===== src/rtl/ahb3lite_pkg.sv =====
// Shared AHB3-lite encodings plus the state type and strobe decoder used by the
// APB4-to-AHB3-lite bridge.
package ahb3lite_pkg;

  localparam logic [1:0] HTRANS_IDLE   = 2'b00;
  localparam logic [1:0] HTRANS_NONSEQ = 2'b10;

  localparam logic [2:0] HSIZE_BYTE  = 3'b000;
  localparam logic [2:0] HSIZE_HWORD = 3'b001;
  localparam logic [2:0] HSIZE_WORD  = 3'b010;

  localparam logic [2:0] HBURST_SINGLE = 3'b000;

  typedef enum logic [1:0] {
    ST_IDLE,
    ST_ADDR,
    ST_DATA,
    ST_RESP
  } apb2ahb_state_t;

  typedef struct packed {
    logic       legal;
    logic [2:0] hsize;
    logic [1:0] offset;
  } strb_decode_t;

  // Only naturally aligned byte, halfword and word strobe patterns map onto one AHB transfer.
  function automatic strb_decode_t strb2hsize(input logic [3:0] pstrb);
    strb_decode_t d;
    d.legal  = 1'b1;
    d.hsize  = HSIZE_WORD;
    d.offset = 2'd0;
    case (pstrb)
      4'b0001: begin d.hsize = HSIZE_BYTE;  d.offset = 2'd0; end
      4'b0010: begin d.hsize = HSIZE_BYTE;  d.offset = 2'd1; end
      4'b0100: begin d.hsize = HSIZE_BYTE;  d.offset = 2'd2; end
      4'b1000: begin d.hsize = HSIZE_BYTE;  d.offset = 2'd3; end
      4'b0011: begin d.hsize = HSIZE_HWORD; d.offset = 2'd0; end
      4'b1100: begin d.hsize = HSIZE_HWORD; d.offset = 2'd2; end
      4'b1111: begin d.hsize = HSIZE_WORD;  d.offset = 2'd0; end
      default: d.legal = 1'b0;
    endcase
    return d;
  endfunction

endpackage


===== src/rtl/apb4_ahb3lite_bridge.sv =====
// APB4 completer that replays each APB access as a single AHB3-lite SINGLE transfer,
// acting as one extra manager port on the AHB crossbar.
module apb4_ahb3lite_bridge
  import ahb3lite_pkg::*;
#(
  parameter int                    HADDR_SIZE = 32,
  parameter int                    HDATA_SIZE = 32,
  parameter int                    PADDR_SIZE = 16,
  parameter int                    PDATA_SIZE = 32,
  parameter logic [HADDR_SIZE-1:0] HADDR_BASE = '0
) (
  input  logic                    HCLK,
  input  logic                    HRESETn,

  input  logic                    PSEL,
  input  logic                    PENABLE,
  input  logic                    PWRITE,
  input  logic [2:0]              PPROT,
  input  logic [PDATA_SIZE/8-1:0] PSTRB,
  input  logic [PADDR_SIZE-1:0]   PADDR,
  input  logic [PDATA_SIZE-1:0]   PWDATA,
  output logic [PDATA_SIZE-1:0]   PRDATA,
  output logic                    PREADY,
  output logic                    PSLVERR,

  output logic [HADDR_SIZE-1:0]   HADDR,
  output logic [1:0]              HTRANS,
  output logic [2:0]              HSIZE,
  output logic [2:0]              HBURST,
  output logic [3:0]              HPROT,
  output logic                    HWRITE,
  output logic                    HMASTLOCK,
  output logic [HDATA_SIZE-1:0]   HWDATA,
  input  logic [HDATA_SIZE-1:0]   HRDATA,
  input  logic                    HREADY,
  input  logic                    HRESP
);

  if (HDATA_SIZE != 32) begin : g_bad_hdata
    $error("apb4_ahb3lite_bridge: HDATA_SIZE must be 32");
  end
  if (PDATA_SIZE != HDATA_SIZE) begin : g_bad_pdata
    $error("apb4_ahb3lite_bridge: PDATA_SIZE must equal HDATA_SIZE");
  end
  if (PADDR_SIZE < 3 || PADDR_SIZE > HADDR_SIZE) begin : g_bad_paddr
    $error("apb4_ahb3lite_bridge: PADDR_SIZE out of range");
  end else if (HADDR_BASE[PADDR_SIZE-1:0] != '0) begin : g_bad_base
    $error("apb4_ahb3lite_bridge: HADDR_BASE not aligned to the APB window");
  end

  apb2ahb_state_t          r_state;
  logic [1:0]              r_htrans;
  logic [HADDR_SIZE-1:0]   r_haddr;
  logic [2:0]              r_hsize;
  logic [3:0]              r_hprot;
  logic                    r_hwrite;
  logic [HDATA_SIZE-1:0]   r_hwdata;
  logic [PDATA_SIZE-1:0]   r_prdata;
  logic                    r_pready;
  logic                    r_pslverr;

  strb_decode_t            w_dec;
  logic [HADDR_SIZE-1:0]   w_haddr;
  logic                    w_unused;

  // Reads always fetch the full aligned word; writes derive size and lane from the strobes.
  always_comb begin
    w_dec = strb2hsize(PSTRB);
    if (!PWRITE) begin
      w_dec.legal  = 1'b1;
      w_dec.hsize  = HSIZE_WORD;
      w_dec.offset = 2'd0;
    end
  end

  assign w_haddr  = HADDR_BASE | HADDR_SIZE'({PADDR[PADDR_SIZE-1:2], w_dec.offset});
  assign w_unused = ^{PPROT[1], PADDR[1:0]};

  always_ff @(posedge HCLK or negedge HRESETn) begin
    if (!HRESETn) begin
      r_state   <= ST_IDLE;
      r_htrans  <= HTRANS_IDLE;
      r_haddr   <= '0;
      r_hsize   <= '0;
      r_hprot   <= '0;
      r_hwrite  <= 1'b0;
      r_hwdata  <= '0;
      r_prdata  <= '0;
      r_pready  <= 1'b0;
      r_pslverr <= 1'b0;
    end else begin
      r_pready <= 1'b0;
      case (r_state)
        ST_IDLE: begin
          if (PSEL && !PENABLE) begin
            r_haddr  <= w_haddr;
            r_hsize  <= w_dec.hsize;
            r_hwrite <= PWRITE;
            r_hprot  <= {2'b00, PPROT[0], ~PPROT[2]};
            if (PWRITE) begin
              r_hwdata <= PWDATA;
            end
            // An unmappable strobe pattern is refused without touching the AHB side.
            if (w_dec.legal) begin
              r_htrans <= HTRANS_NONSEQ;
              r_state  <= ST_ADDR;
            end else begin
              r_pready  <= 1'b1;
              r_pslverr <= 1'b1;
              r_state   <= ST_RESP;
            end
          end
        end
        ST_ADDR: begin
          if (HREADY) begin
            r_htrans <= HTRANS_IDLE;
            r_state  <= ST_DATA;
          end
        end
        ST_DATA: begin
          // HRESP alone is the first half of a two-cycle error; only HREADY ends the phase.
          if (HREADY) begin
            if (!r_hwrite) begin
              r_prdata <= HRDATA;
            end
            r_pready  <= 1'b1;
            r_pslverr <= HRESP;
            r_state   <= ST_RESP;
          end
        end
        ST_RESP: begin
          r_pslverr <= 1'b0;
          r_state   <= ST_IDLE;
        end
        default: r_state <= ST_IDLE;
      endcase
    end
  end

  assign HADDR     = r_haddr;
  assign HTRANS    = r_htrans;
  assign HSIZE     = r_hsize;
  assign HBURST    = HBURST_SINGLE;
  assign HPROT     = r_hprot;
  assign HWRITE    = r_hwrite;
  assign HMASTLOCK = 1'b0;
  assign HWDATA    = r_hwdata;
  assign PRDATA    = r_prdata;
  assign PREADY    = r_pready;
  assign PSLVERR   = r_pslverr;

endmodule


===== config.mk =====
export PLATFORM = sky130hd
export DESIGN_NAME = apb4_ahb3lite_bridge
export DESIGN_NICKNAME = d
export VERILOG_FILES = /design/src/rtl/ahb3lite_pkg.sv /design/src/rtl/apb4_ahb3lite_bridge.sv
export SDC_FILE = /design/constraint.sdc
export NUM_CORES = 1
export LEC_CHECK = 0
export CAP_MARGIN = 0
export CORE_MARGIN = 2
export CORE_UTILIZATION = 43
export DETAILED_ROUTE_END_ITERATION = 10
export PLACE_DENSITY = 0.86
export SYNTH_ARGS = -nofsm -noshare
export SYNTH_HDL_FRONTEND = slang
export SYNTH_SLANG_ARGS = --single-unit

===== constraint.sdc =====
create_clock -name HCLK -period 4.7 [get_ports HCLK]
set_clock_uncertainty 0.1 [all_clocks]
set_input_delay 0.94 -clock HCLK [delete_from_list [all_inputs] [get_ports HCLK]]
set_output_delay 0.94 -clock HCLK [all_outputs]
set_load 0.03 [all_outputs]

==> metrics.txt <==
Setup WS pre-CTS=1.69 ns; worst-path fanout max=32; initial antenna violation count=0; First-pass DRT Iterations=3; I/O pin cnt=approximately 210; crit end category=register; Synth cell types=44; Ant. Diodes=0; status=complete, no violations; Routed WL=9230 um; Critical Path Start Type=primary input; fmax=0.380 GHz; crit share post-route=56.0%; clk buf depth=2; Vias/cell=4.67; Crit Reg-Reg Startpoint=r_state[0]; Util after Layout=65.0%; Leak Pwr=roughly 2.7 nW; final hold slack=about 0.38 ns; wire length per cell=15.6 um; Gate Count Post-Synth=298; Worst setup startpoint=HREADY; H-Tree Level Count=3; clock share of power=13.1%; die area=10100 sq um; gr usage total=18.1%; hold_sp=HADDR[0]; Pins Over Slew Limit=0; Critical Path AT=2.75 ns; Least-Margin Pin Slew=approximately 1.1 ns; maximum vdd ir drop=0.470 mV; Hold Fails Final Rpt=0; Final HPWL DP=6970 um; Reg clk slew, reported paths=~0.080 ns; EDFF count, synth=0; Flop pwr share=31.7%; Die Height=about 100 um; pin count of the biggest net entering global routing=59; Max-Cap Viols=0; Seq cells post-synth=90; PnR worst setup slack=2.07 ns; Initial Util=43.8%; total internal power=2.61 mW; first-pass GRT wire length=14300 um; Main synth FF type=dfrtp_1; CTS hold repair buffers=0; Psw=between 1.5 and 2 mW; core region area=9110 sq um; CTS Root Cell=clkbuf_8; final setup fails=0; syn avg cell area=about 13 sq um; Horiz. Die Dim=100 um; Hold Crit Class=register to register; CTS buffer count=9; FF-to-FF End=PRDATA[21]; RSZ-0062 raised after global routing=false; fraction of layout cells with a size suffix above 1=around 18%; DRC=0; hold path depth=2; setup TNS=0 ns; switching power share of the total=between 40% and 50%; Ys Warns=0; cell area after synthesis=3990 sq um; register area share after synthesis=56.4%; worst setup path category=primary input to register; Worst R2R Setup Slack=2.35 ns; post-route minimum period=roughly 2.6 ns; CTS resizes=0; Final #Nets=between 500 and 600; Worst R2R Path Depth=5; port bufs=178; Async S/R FF share, synth=100%; total gr overflow=0; Area Growth Syn to Fin=48.3%; combinational share of power=a little under three fifths; Worst Hold Endpoint=HADDR[0]; GPL Wtd Cong=0.725; slew margin rel.=between 20% and 30%; DP Area=5700 sq um; worst skew pair latency=about 0.33 ns; DR vias=2759; 1st-iter DRT viols=36; final instance area=5920 sq um; PwrDens=736 nW/um^2; commonest non-fill, non-tap cell in the layout=clkdlybuf4s50_1; clk sinks=90; vias in the first global route=2933; post-route antenna net violation count=0; most frequent cells in the layout=clkdlybuf4s50_1 (177), dfrtp_1 (90), nand2_1 (54); CP required=just under 5 ns; CTS tree=yes; postcts setup bufs=0; FP Rows=35
## worst max-delay path: stages
cell	delay (ns)
clkdlybuf4s50_1	0.45
nand2_2	0.11
or2_2	0.81
mux2_2	0.42
## power by group through the flow
stage	combinational [mW]	clock, mW	sequential, mW
after detailed placement	2.42	0	1.40
final	2.41	0.571	1.38
after global placement	2.37	0	1.36
after CTS	2.43	0.595	1.38
after floorplan	0.711	0	2.13
after global routing	2.54	0.628	1.43
## routing by layer
metal | track usage [%] | routed length, um | vias to the layer above
met5 | 0 | 0 | -
met4 | 5.48 | 92 | 0
met2 | 30.3 | 4610 | 116
met1 | 22.1 | 3760 | 1325
li1 | - | - | 1308
met3 | 6.34 | 771 | 10
## synth_stat cells, types with 2 or more instances
| library cell | instances | share of area [%] |
|---|---|---|
| nand2_1 | 54 | 5.1 |
| ha_1 | 4 | 1.3 |
| mux2_4 | 30 | 11 |
| and2_1 | 2 | 0.31 |
| mux2_1 | 4 | 1.1 |
| nor2_1 | 6 | 0.56 |
| o21ai_0 | 5 | 0.63 |
| buf_4 | 25 | 4.7 |
| clkbuf_1 | 2 | 0.19 |
| buf_12 | 3 | 1.5 |
| dfrtp_1 | 90 | 56 |
| a21oi_1 | 3 | 0.38 |
| buf_2 | 2 | 0.25 |
| mux2_2 | 30 | 8.5 |
| and3_1 | 2 | 0.31 |
| o32a_1 | 2 | 0.50 |
| nand3_1 | 2 | 0.25 |
| buf_6 | 4 | 1.1 |
| inv_1 | 3 | 0.28 |
## area by class of cell
| cell class | count | area (sq um) |
|---|---|---|
| Fill cell | 722 | 3190 |
| Sequential cell | 90 | 2250 |
| Timing Repair Buffer | 180 | 1790 |
| Multi-Input combinational cell | 191 | 1500 |
| Clock buffer | 11 | 141 |
| Tap cell | 111 | 139 |
| Clock inverter | 4 | 76.3 |
| Inverter | 4 | 15.0 |
## sequential cells by signal (all words and copies together) (netlist names)
register,count
HWRITE,1
PREADY,1
PRDATA,32
HTRANS,1
PSLVERR,1
r_state,2
HADDR,16
HSIZE,2
HPROT,2
HWDATA,32
## through the flow
stage | total power, mW | std cells
5_1_grt | 4.60 | 591
4_1_cts | 4.41 | 591
2_1_floorplan | 2.84 | 321
6_report | 4.35 | 591
3_3_place_gp | 3.73 | 576
3_5_place_dp | 3.81 | 576
## how the worst max path moves through the flow
stage	slack [ns]	cells after the start	endpoint
floorplan	2.68	5	HWDATA[14]
global placement	1.74	4	PRDATA[21]
detailed placement	1.69	4	PRDATA[21]
CTS	2.07	4	PRDATA[21]
global route	1.99	4	PRDATA[20]
finish	2.07	4	PRDATA[21]
## kinds of logic (layout without fill, tap and decap cells)
| group | Yosys count | count (layout) | share of synthesized area [%] |
|---|---|---|---|
| other | 1 | 24 | 0.0940 |
| adders and majority gates | 4 | 4 | 1.25 |
| AOI/OAI and AO/OA | 21 | 21 | 3.70 |
| and+or+nand+nor | 75 | 75 | 8.78 |
| buffers and inverters | 40 | 199 | 8.15 |
| DFF | 90 | 90 | 56.4 |
| xor gates and xnor gates | 2 | 2 | 0.439 |
| muxes | 65 | 65 | 21.1 |
(Power assumes the default switching activity.)
